$ cat src/rtl/trace_pkg.sv
// trace_pkg: shared mode encoding and trace record layout
package trace_pkg;
    typedef enum logic [1:0] {
        MODE_ALL         = 2'd0,
        MODE_CHANGE_ONLY = 2'd1,
        MODE_PAUSE       = 2'd2,
        MODE_RSVD        = 2'd3
    } mode_e;
    // Records are packed {time, addr, data}, with time in the MSBs.
    function automatic int rec_w(input int ts_w, input int nreg, input int xlen);
        return ts_w + $clog2(nreg) + xlen;
    endfunction
endpackage

$ cat src/rtl/trace_fifo.sv
// trace_fifo: synchronous first-word-fall-through FIFO with flush and level count
module trace_fifo #(
    parameter int W     = 8,
    parameter int DEPTH = 16
) (
    input  logic                       clk,
    input  logic                       rst,
    input  logic                       push_i,
    input  logic                       pop_i,
    input  logic                       flush_i,
    input  logic [W-1:0]               din_i,
    output logic [W-1:0]               dout_o,
    output logic [$clog2(DEPTH):0]     level_o,
    output logic                       full_o,
    output logic                       empty_o
);
    localparam int AW = $clog2(DEPTH);
    localparam int LW = AW + 1;
    logic [W-1:0]  mem_q [DEPTH];
    logic [AW-1:0] wr_q, wr_d, rd_q, rd_d;
    logic [LW-1:0] level_q, level_d;
    logic          do_push, do_pop;
    assign empty_o = level_q == '0;
    assign full_o  = level_q == LW'(DEPTH);
    assign do_pop  = pop_i && !empty_o && !flush_i;
    // A full FIFO still takes a push when the head leaves in the same cycle.
    assign do_push = push_i && !flush_i && (!full_o || do_pop);
    assign level_o = level_q;
    assign dout_o  = empty_o ? '0 : mem_q[rd_q];
    // Next pointer and level values; flush wins over push and pop.
    always_comb begin
        wr_d    = flush_i ? '0 : wr_q + AW'(do_push);
        rd_d    = flush_i ? '0 : rd_q + AW'(do_pop);
        level_d = flush_i ? '0 : level_q + LW'(do_push) - LW'(do_pop);
    end
    // Pointer and level registers.
    always_ff @(posedge clk) begin
        if (rst) begin
            wr_q    <= '0;
            rd_q    <= '0;
            level_q <= '0;
        end else begin
            wr_q    <= wr_d;
            rd_q    <= rd_d;
            level_q <= level_d;
        end
    end
    // Storage array; contents are only meaningful while counted in level.
    always_ff @(posedge clk) begin
        if (do_push) mem_q[wr_q] <= din_i;
    end
endmodule

$ cat src/rtl/reg_write_tracer.sv
// reg_write_tracer: captures qualifying register-file writes as timestamped FIFO records
module reg_write_tracer
    import trace_pkg::*;
#(
    parameter int XLEN  = 32,
    parameter int NREG  = 32,
    parameter int DEPTH = 16,
    parameter int TS_W  = 16,
    parameter int OVF_W = 8
) (
    input  logic                      clk,
    input  logic                      resetn,
    input  logic                      wr_en_i,
    input  logic [$clog2(NREG)-1:0]   wr_addr_i,
    input  logic [XLEN-1:0]           wr_data_i,
    input  logic [1:0]                mode_i,
    input  logic [NREG-1:0]           reg_mask_i,
    input  logic                      flush_i,
    output logic                      out_valid_o,
    input  logic                      out_ready_i,
    output logic [$clog2(NREG)-1:0]   out_addr_o,
    output logic [XLEN-1:0]           out_data_o,
    output logic [TS_W-1:0]           out_time_o,
    output logic [$clog2(DEPTH):0]    level_o,
    output logic [OVF_W-1:0]          overflow_o
);
    localparam int RW = rec_w(TS_W, NREG, XLEN);
    logic [XLEN-1:0]  shadow_q [NREG];
    logic [TS_W-1:0]  ts_q;
    logic [OVF_W-1:0] ovf_q, ovf_d;
    logic [RW-1:0]    rec_out;
    logic             qual, full, empty, drop, reg_write;
    mode_e            mode;
    assign mode      = mode_e'(mode_i);
    assign reg_write = wr_en_i && wr_addr_i != '0;
    // Change detection compares against the shadow value before this cycle's update.
    assign qual = reg_write && reg_mask_i[wr_addr_i] &&
                  (mode == MODE_ALL || (mode == MODE_CHANGE_ONLY && shadow_q[wr_addr_i] != wr_data_i));
    assign drop = qual && !flush_i && full && !(out_valid_o && out_ready_i);
    trace_fifo #(.W(RW), .DEPTH(DEPTH)) u_fifo (
        .clk     (clk),
        .rst     (resetn),
        .push_i  (qual),
        .pop_i   (out_ready_i),
        .flush_i (flush_i),
        .din_i   ({ts_q, wr_addr_i, wr_data_i}),
        .dout_o  (rec_out),
        .level_o (level_o),
        .full_o  (full),
        .empty_o (empty)
    );
    assign out_valid_o = !empty;
    assign {out_time_o, out_addr_o, out_data_o} = rec_out;
    assign overflow_o = ovf_q;
    // Saturating drop counter, cleared by flush.
    always_comb begin
        ovf_d = flush_i ? '0 : (drop && ovf_q != '1) ? ovf_q + OVF_W'(1) : ovf_q;
    end
    // Timestamp and overflow registers.
    always_ff @(posedge clk) begin
        if (resetn) begin
            ts_q  <= '0;
            ovf_q <= '0;
        end else begin
            ts_q  <= ts_q + TS_W'(1);
            ovf_q <= ovf_d;
        end
    end
    // Shadow register file follows every real write regardless of mode, mask or flush.
    always_ff @(posedge clk) begin
        if (resetn) begin
            for (int i = 0; i < NREG; i++) shadow_q[i] <= '0;
        end else if (reg_write) begin
            shadow_q[wr_addr_i] <= wr_data_i;
        end
    end
endmodule

$ cat config.mk
export PLATFORM = sky130hd
export DESIGN_NAME = reg_write_tracer
export DESIGN_NICKNAME = d
export VERILOG_FILES = /design/src/rtl/trace_pkg.sv /design/src/rtl/trace_fifo.sv /design/src/rtl/reg_write_tracer.sv
export SDC_FILE = /design/constraint.sdc
export NUM_CORES = 2
export LEC_CHECK = 0
export CORE_ASPECT_RATIO = 0.75
export CORE_MARGIN = 2
export CORE_UTILIZATION = 33
export DETAILED_ROUTE_END_ITERATION = 10
export SETUP_SLACK_MARGIN = 0.5
export SLEW_MARGIN = 30
export SYNTH_ARGS = -nofsm -noshare
export SYNTH_HDL_FRONTEND = slang
export SYNTH_SLANG_ARGS = --single-unit
$ cat constraint.sdc
create_clock -name clk -period 21.7 [get_ports clk]
set_input_delay 4.34 -clock clk [delete_from_list [all_inputs] [get_ports clk]]
set_output_delay 4.34 -clock clk [all_outputs]
set_load 0.02 [all_outputs]
* Yosys cells after proc, flatten, opt, wreduce, memory -nomap -nowiden
Memories as Yosys holds them, arrays and structs flattened. A register that Yosys moved wholly into a read port is not among the register bits. Index checks and enable logic that the tools add are counted.
Storage, ports and cells: output and inout port bits 67, input port bits 76, bits in registers 37, memories kept 2, word-level logic and storage cells 54, RAM bits 1872
Operators by class: magnitude comparators 1, reduce and logical (&&, ||, !) cells 22, mux-type cells 14, equality and inequality tests 4, add/sub/neg operators 6
Memory list:
- shadow_q | depth 32, bits a word 32, rd ports 1, clocked after Yosys merged registers in 0, wr ports 32, line reg_write_tracer.sv:28 | logic [XLEN-1:0] shadow_q [NREG];
- u_fifo.mem_q | depth 16, bits a word 53, rd ports 1, clocked after Yosys merged registers in 1, wr ports 1, line trace_fifo.sv:19 | logic [W-1:0] mem_q [DEPTH];
Operator list (number):
- $mux W53 | 1
- $mux W32 | 1
- $ne A32 B32 Y1 | 1
- $reduce_or A32 Y1 | 1
- $add A16 B1 Y16 const B | 1
- $logic_and A1 B1 Y1 | 11
- $mux W1 | 9
- $add A4 B1 Y4 | 2
- $add A8 B1 Y8 const B | 1
- $ne A8 B8 Y1 const B | 1
- $lt A5 B6 Y1 const B | 1
- $add A5 B1 Y5 | 1
- $bmux W1 S5 | 1
- $eq A5 B5 Y1 const B | 1
- $logic_not A5 Y1 | 1
- $mux W5 | 1
- $reduce_bool A5 Y1 | 1
- $sub A5 B1 Y5 | 1
- $logic_not A1 Y1 | 4
- $mux W4 | 1
- $eq A2 B1 Y1 const B | 1
- $logic_not A2 Y1 | 1
- $logic_or A1 B1 Y1 | 2
- $reduce_or A2 Y1 | 1

* Depth between registers and ports, before layout
An unclocked memory read counts as a cell.
depth in word-level cells 9, depth in mapped cells 23, depth with buffers taken out 17

* Cells and area by module
A second synthesis with hierarchy kept.
Second synthesis, totals: cells, all modules 4822, area, all modules 80935.1 µm²
Modules (own cells, without submodules):
- reg_write_tracer | times used 1, area an instance 47679.5 µm², cells an instance 3372
- trace_fifo | times used 1, area an instance 33255.6 µm², cells an instance 1450

* Least setup slack after synthesis
Ideal clock, no wire load.
path kind input to register, start point input port wr_addr_i[1], end point memory u_fifo.mem_q[8][0] in the netlist's numbering (enable), library setup time 529 ps, stages 15, path slack 10518 ps, path buffers 5, data required time 21171 ps, data arrival time 10653 ps, cell sequence buf_2 -> buf_2 -> buf_4 -> buf_2 -> buf_4 -> mux2i_1 -> o22ai_1 -> nor4_1 -> nand2_1 -> xor2_1 -> nor4_4 -> nand4_2 -> o21ai_2 -> or3b_2 -> nor3_1
Between the ends: word-level cells in the longest chain between the ends 9, elaborated cells between the ends (all ways) 14, classes of those cells eq/ne: 1; mux: 4; reduce/logical: 8; memory: 1
RTL lines:
- start, declared | line reg_write_tracer.sv:14 | input logic [$clog2(NREG)-1:0] wr_addr_i,
- $mem_v2 Z32 W32
- $ne A32 B32 Y1 | line reg_write_tracer.sv:38 | (mode == MODE_ALL || (mode == MODE_CHANGE_ONLY && shadow_q[wr_addr_i] != wr_data_i));
- $logic_and A1 B1 Y1 | line reg_write_tracer.sv:38
- $logic_or A1 B1 Y1 | line reg_write_tracer.sv:38
- $logic_and A1 B1 Y1 (*) | line reg_write_tracer.sv:37 | assign qual = reg_write && reg_mask_i[wr_addr_i] &&
- $logic_and A1 B1 Y1 (*) (2 in series) | line trace_fifo.sv:27 | assign do_push = push_i && !flush_i && (!full_o || do_pop);
- $mux W1 (*) | line trace_fifo.sv:50 | if (do_push) mem_q[wr_q] <= din_i;
- $mux W1 (implied by the code) (*) | line trace_fifo.sv:50
- end, declared | line trace_fifo.sv:19
Mark *: on every way between the ends. The rest lies on a longest branch, timed or not. The select of a mux whose other input is x is not followed.

* Worst setup path after layout
start point input port wr_addr_i[1], end point memory u_fifo.mem_q[0][17] in the netlist's numbering (enable)
Same word-level chain as after synthesis.

==> impl_metrics.toml <==
[flow_run]
cap_viol_max_count = 0

[worst_setup_path]
critical-path-max-stage-delay_ns = 0.92
worstSetupEndpointType = "flip-flop"
worst_path_max_delay_cell = "buf_4"
cp_cell_sequence = "buf_8 > buf_4 > buf_4 > buf_4 > mux2i_1 > o22ai_1 > nor4_1 > a21oi_1 > or4_1 > nor4_1 > nand4_2 > o21ai_2 > or3_1 > nor3_2 > buf_4 > buf_4"
crit_path_start_kind = "primary input"
timing.reg2reg.setup_slack_ns = 16.32
worstPathArrival_ns = 11.93
worstPathRequired_ns = 22.16
crit_family = "buffers and inverters"
critical_path.most_common_cell = "buf_4"
worst-setup-path-type = "in2reg"
crit_fanout = 72
worstPathBufferInverterCount = 6

[routing]
detail_route.wirelength_um = 251000
avgRoutedWirePerCell_um = 30.3
drt-vias-per-instance = 5.51
drc = 0
detail_route.iter0.violations = 6649
vias = 45500
antenna_left = 0
firstDrtPassIters = 5

[place]
globalplace.congestion = 0.815
cell_area_reported_after_detailed_placement_mm2 = 0.0858
port_buffers = 142
numPlacedInstances = 7935
post-dp-hpwl_um = 130000

[synthesis]
most_frequently_used_cell_type_in_the_post_synthesis_netlist = "edfxtp_1"
post_synthesis_instance_total = 4771
synth_top_cells_by_area = "edfxtp_1 70%, mux4_2 8.5%, and2_1 7.4%"
synthTopCellsByCount = "1,872 x edfxtp_1, 958 x and2_1, 450 x mux2i_1"
muxShareOfSynthArea = 0.141
yosysWarnings = 0
synth_top_cell_area_share = 0.696
synth_xor_xnor_area_share = 0.00271
synth_largest_area_cell = "edfxtp_1"
synth_sequential_area_ratio = 0.706
synthesis.area_mm2 = 0.0807
postSynthAreaPerCell_um2 = 16.9
yosysUniqueCellTypes = 54
synth_compound_area_frac = 0.0230
ff_latch_count_synth = 1909
postSynth.asyncResetShare = 0
yosys.area_share.adder = 0.00211
largest_family_of_logic_cells_by_synthesized_area = "multiplexers"
synth-simple-area-share = 0.103
number_of_enable_flip_flop_cells_after_synthesis = 1872
yosys_most_used_dff = "edfxtp_1"

[layout]
final_design_area_no_fill_mm2 = 0.0915
synthToLayoutAreaGrowth_pct = 13.4
nets = 4955
fraction_of_layout_cells_with_a_size_suffix_above_1 = 0.165
stdcell_count = 8268

[die]
floorplan.die.width_um = 575
design.die.area_mm2 = 0.249
placeableCoreArea_mm2 = 0.244
top_level_ports = 143
initial_core_util = 0.331
rows = 157
chipHeight_um = 432

[power_and_ir_drop]
leak_pwr_nw = 30.3
peakVddDrop_mv = 0.0549
power_per_cell_area_mw_per_mm2 = 85.5

[grt]
gr_ovfl_total = 0
pin_count_of_the_biggest_net_entering_global_routing = 154
global_route.usage.total = 0.198
first_pass_grt_wire_length_um = 349000
grt_antenna_before_repair = 30
number_of_global_route_vias_before_repair = 44300

[sta]
rsz0062_at_grt = "no"
final-hold-violation-count = 0
maxClockFrequency_mhz = 87.2
layout_min_cycle_time_ns = 11.47
setup_viol = 0
setup-tns-final_ns = 0
skew_ns = 0.0621
final.hold.worst_slack_ns = 0.519
max_transition_margin = 0.295
fin_crit_sh = 0.529
worst_slew_pin_slew_ns = 1.06
final-max-slew-violation-count = 0

[hold_path]
hold_path_class = "reg2reg"

[clocking]
post-cts-setup-buffer-count = 0
ctsHtreeMaxLevel = 4
worst_skew_pair.late_latency_ns = 0.86
postCtsHoldBufs = 0
cts.sink_count = 1909
tritoncts = "done"
maximum_buffer_depth_of_the_clock_tree = 4
clkSlewWorstSetupHoldPaths_ns = 0.06
clockRootBuffer = "clkbuf_16"
cts_buffer_count = 183
ctsResizeCount = 0

[status]
status = "complete, no violations"
## stage by stage
stage               setup slack (ns)  power [mW]  utilization
floorplan                      10.52        4.52            -
global placement                9.56        4.77        0.352
detailed placement              9.44        4.78        0.352
CTS                            10.31        7.85        0.375
global route                   10.02        8.03        0.376
finish                         10.23        7.82        0.376
## logic make-up (layout without fill, tap and decap cells)
| logic type | after synthesis | after routing |
|---|---|---|
| AND/OR/NAND/NOR | 1359 | 1359 |
| buffers and inverters | 413 | 614 |
| adder cells (fa/ha/maj) | 13 | 13 |
| multiplexers | 755 | 755 |
| flip-flops | 1909 | 1909 |
| other | 1 | 38 |
| XOR/XNOR | 25 | 25 |
| AO/OA/AOI/OAI | 296 | 296 |
## routing by layer
metal  track usage  vias up  wire length (um)
met5             0        -                54
met4        0.0510        8              6510
met3        0.0438      451             27500
met2         0.301     2634            112000
met1         0.287    23900            105000
li1              -    18500                 -
## final cells by class
class / count / area, um2
tap: 3259 / 4080
timing repair buffer: 278 / 2440
clock buffer: 229 / 4800
antenna: 6 / 15.0
sequential: 1909 / 57000
multi-input combinational: 2480 / 22400
inverter: 14 / 52.6
clock inverter: 93 / 806
fill: 22400 / 152000
## worst register-to-register path, stage by stage, from the launching register on
cell	delay [ns]
edfxtp_1	0.36
mux4_2	0.63
a22oi_1	0.53
nand4_1	0.36
xnor2_1	0.21
nand4b_1	0.24
nor4_1	0.14
nand4_2	0.33
o21ai_2	0.18
or3b_2	0.63
nor3_4	0.54
buf_4	0.81
## worst paths after layout
path	start	cells after the start	endpoint
min reg2reg	overflow_o[4]	2	overflow_o[4]
max	wr_addr_i[1]	16	u_fifo.mem_q[0][17]
max reg2reg	shadow_q[11][9]	11	u_fifo.mem_q[8][37]
min	overflow_o[4]	2	overflow_o[4]
## sequential cells by signal, summed over array words and instances, names as in the netlist
signal          cells
shadow_q         1024
u_fifo.mem_q      848
ts_q               16
overflow_o          8
u_fifo.level_o      5
u_fifo.rd_q         4
u_fifo.wr_q         4
## power by group
part | switching, mW | internal, mW | total [mW]
registers | 0.0355 | 4.15 | 4.18
logic | 0.353 | 0.170 | 0.523
clock network | 1.39 | 1.73 | 3.12
total | 1.77 | 6.05 | 7.82
## cells in the final DEF (no fill, tap or decap), types with 9 or more instances in the layout
master	count
mux2i_1	450
nor2_1	31
nand2_1	13
clkbuf_16	185
ha_1	12
nor2_4	15
buf_2	29
clkbuf_1	43
a22oi_1	20
dfxtp_1	33
and3_1	31
clkinv_1	45
or3_1	13
buf_4	126
nor2_2	28
o22ai_1	221
or4_1	9
edfxtp_1	1872
nand4_1	11
or2_2	12
inv_1	10
or2_4	21
mux4_2	305
nor4_1	56
xor2_1	18
bufinv_16	14
a21oi_1	36
nor3_1	94
clkdlybuf4s50_1	109
clkinv_2	28
conb_1	32
and2_1	958
nand3_1	17
No activity file was read; power rests on OpenSTA's default activity.
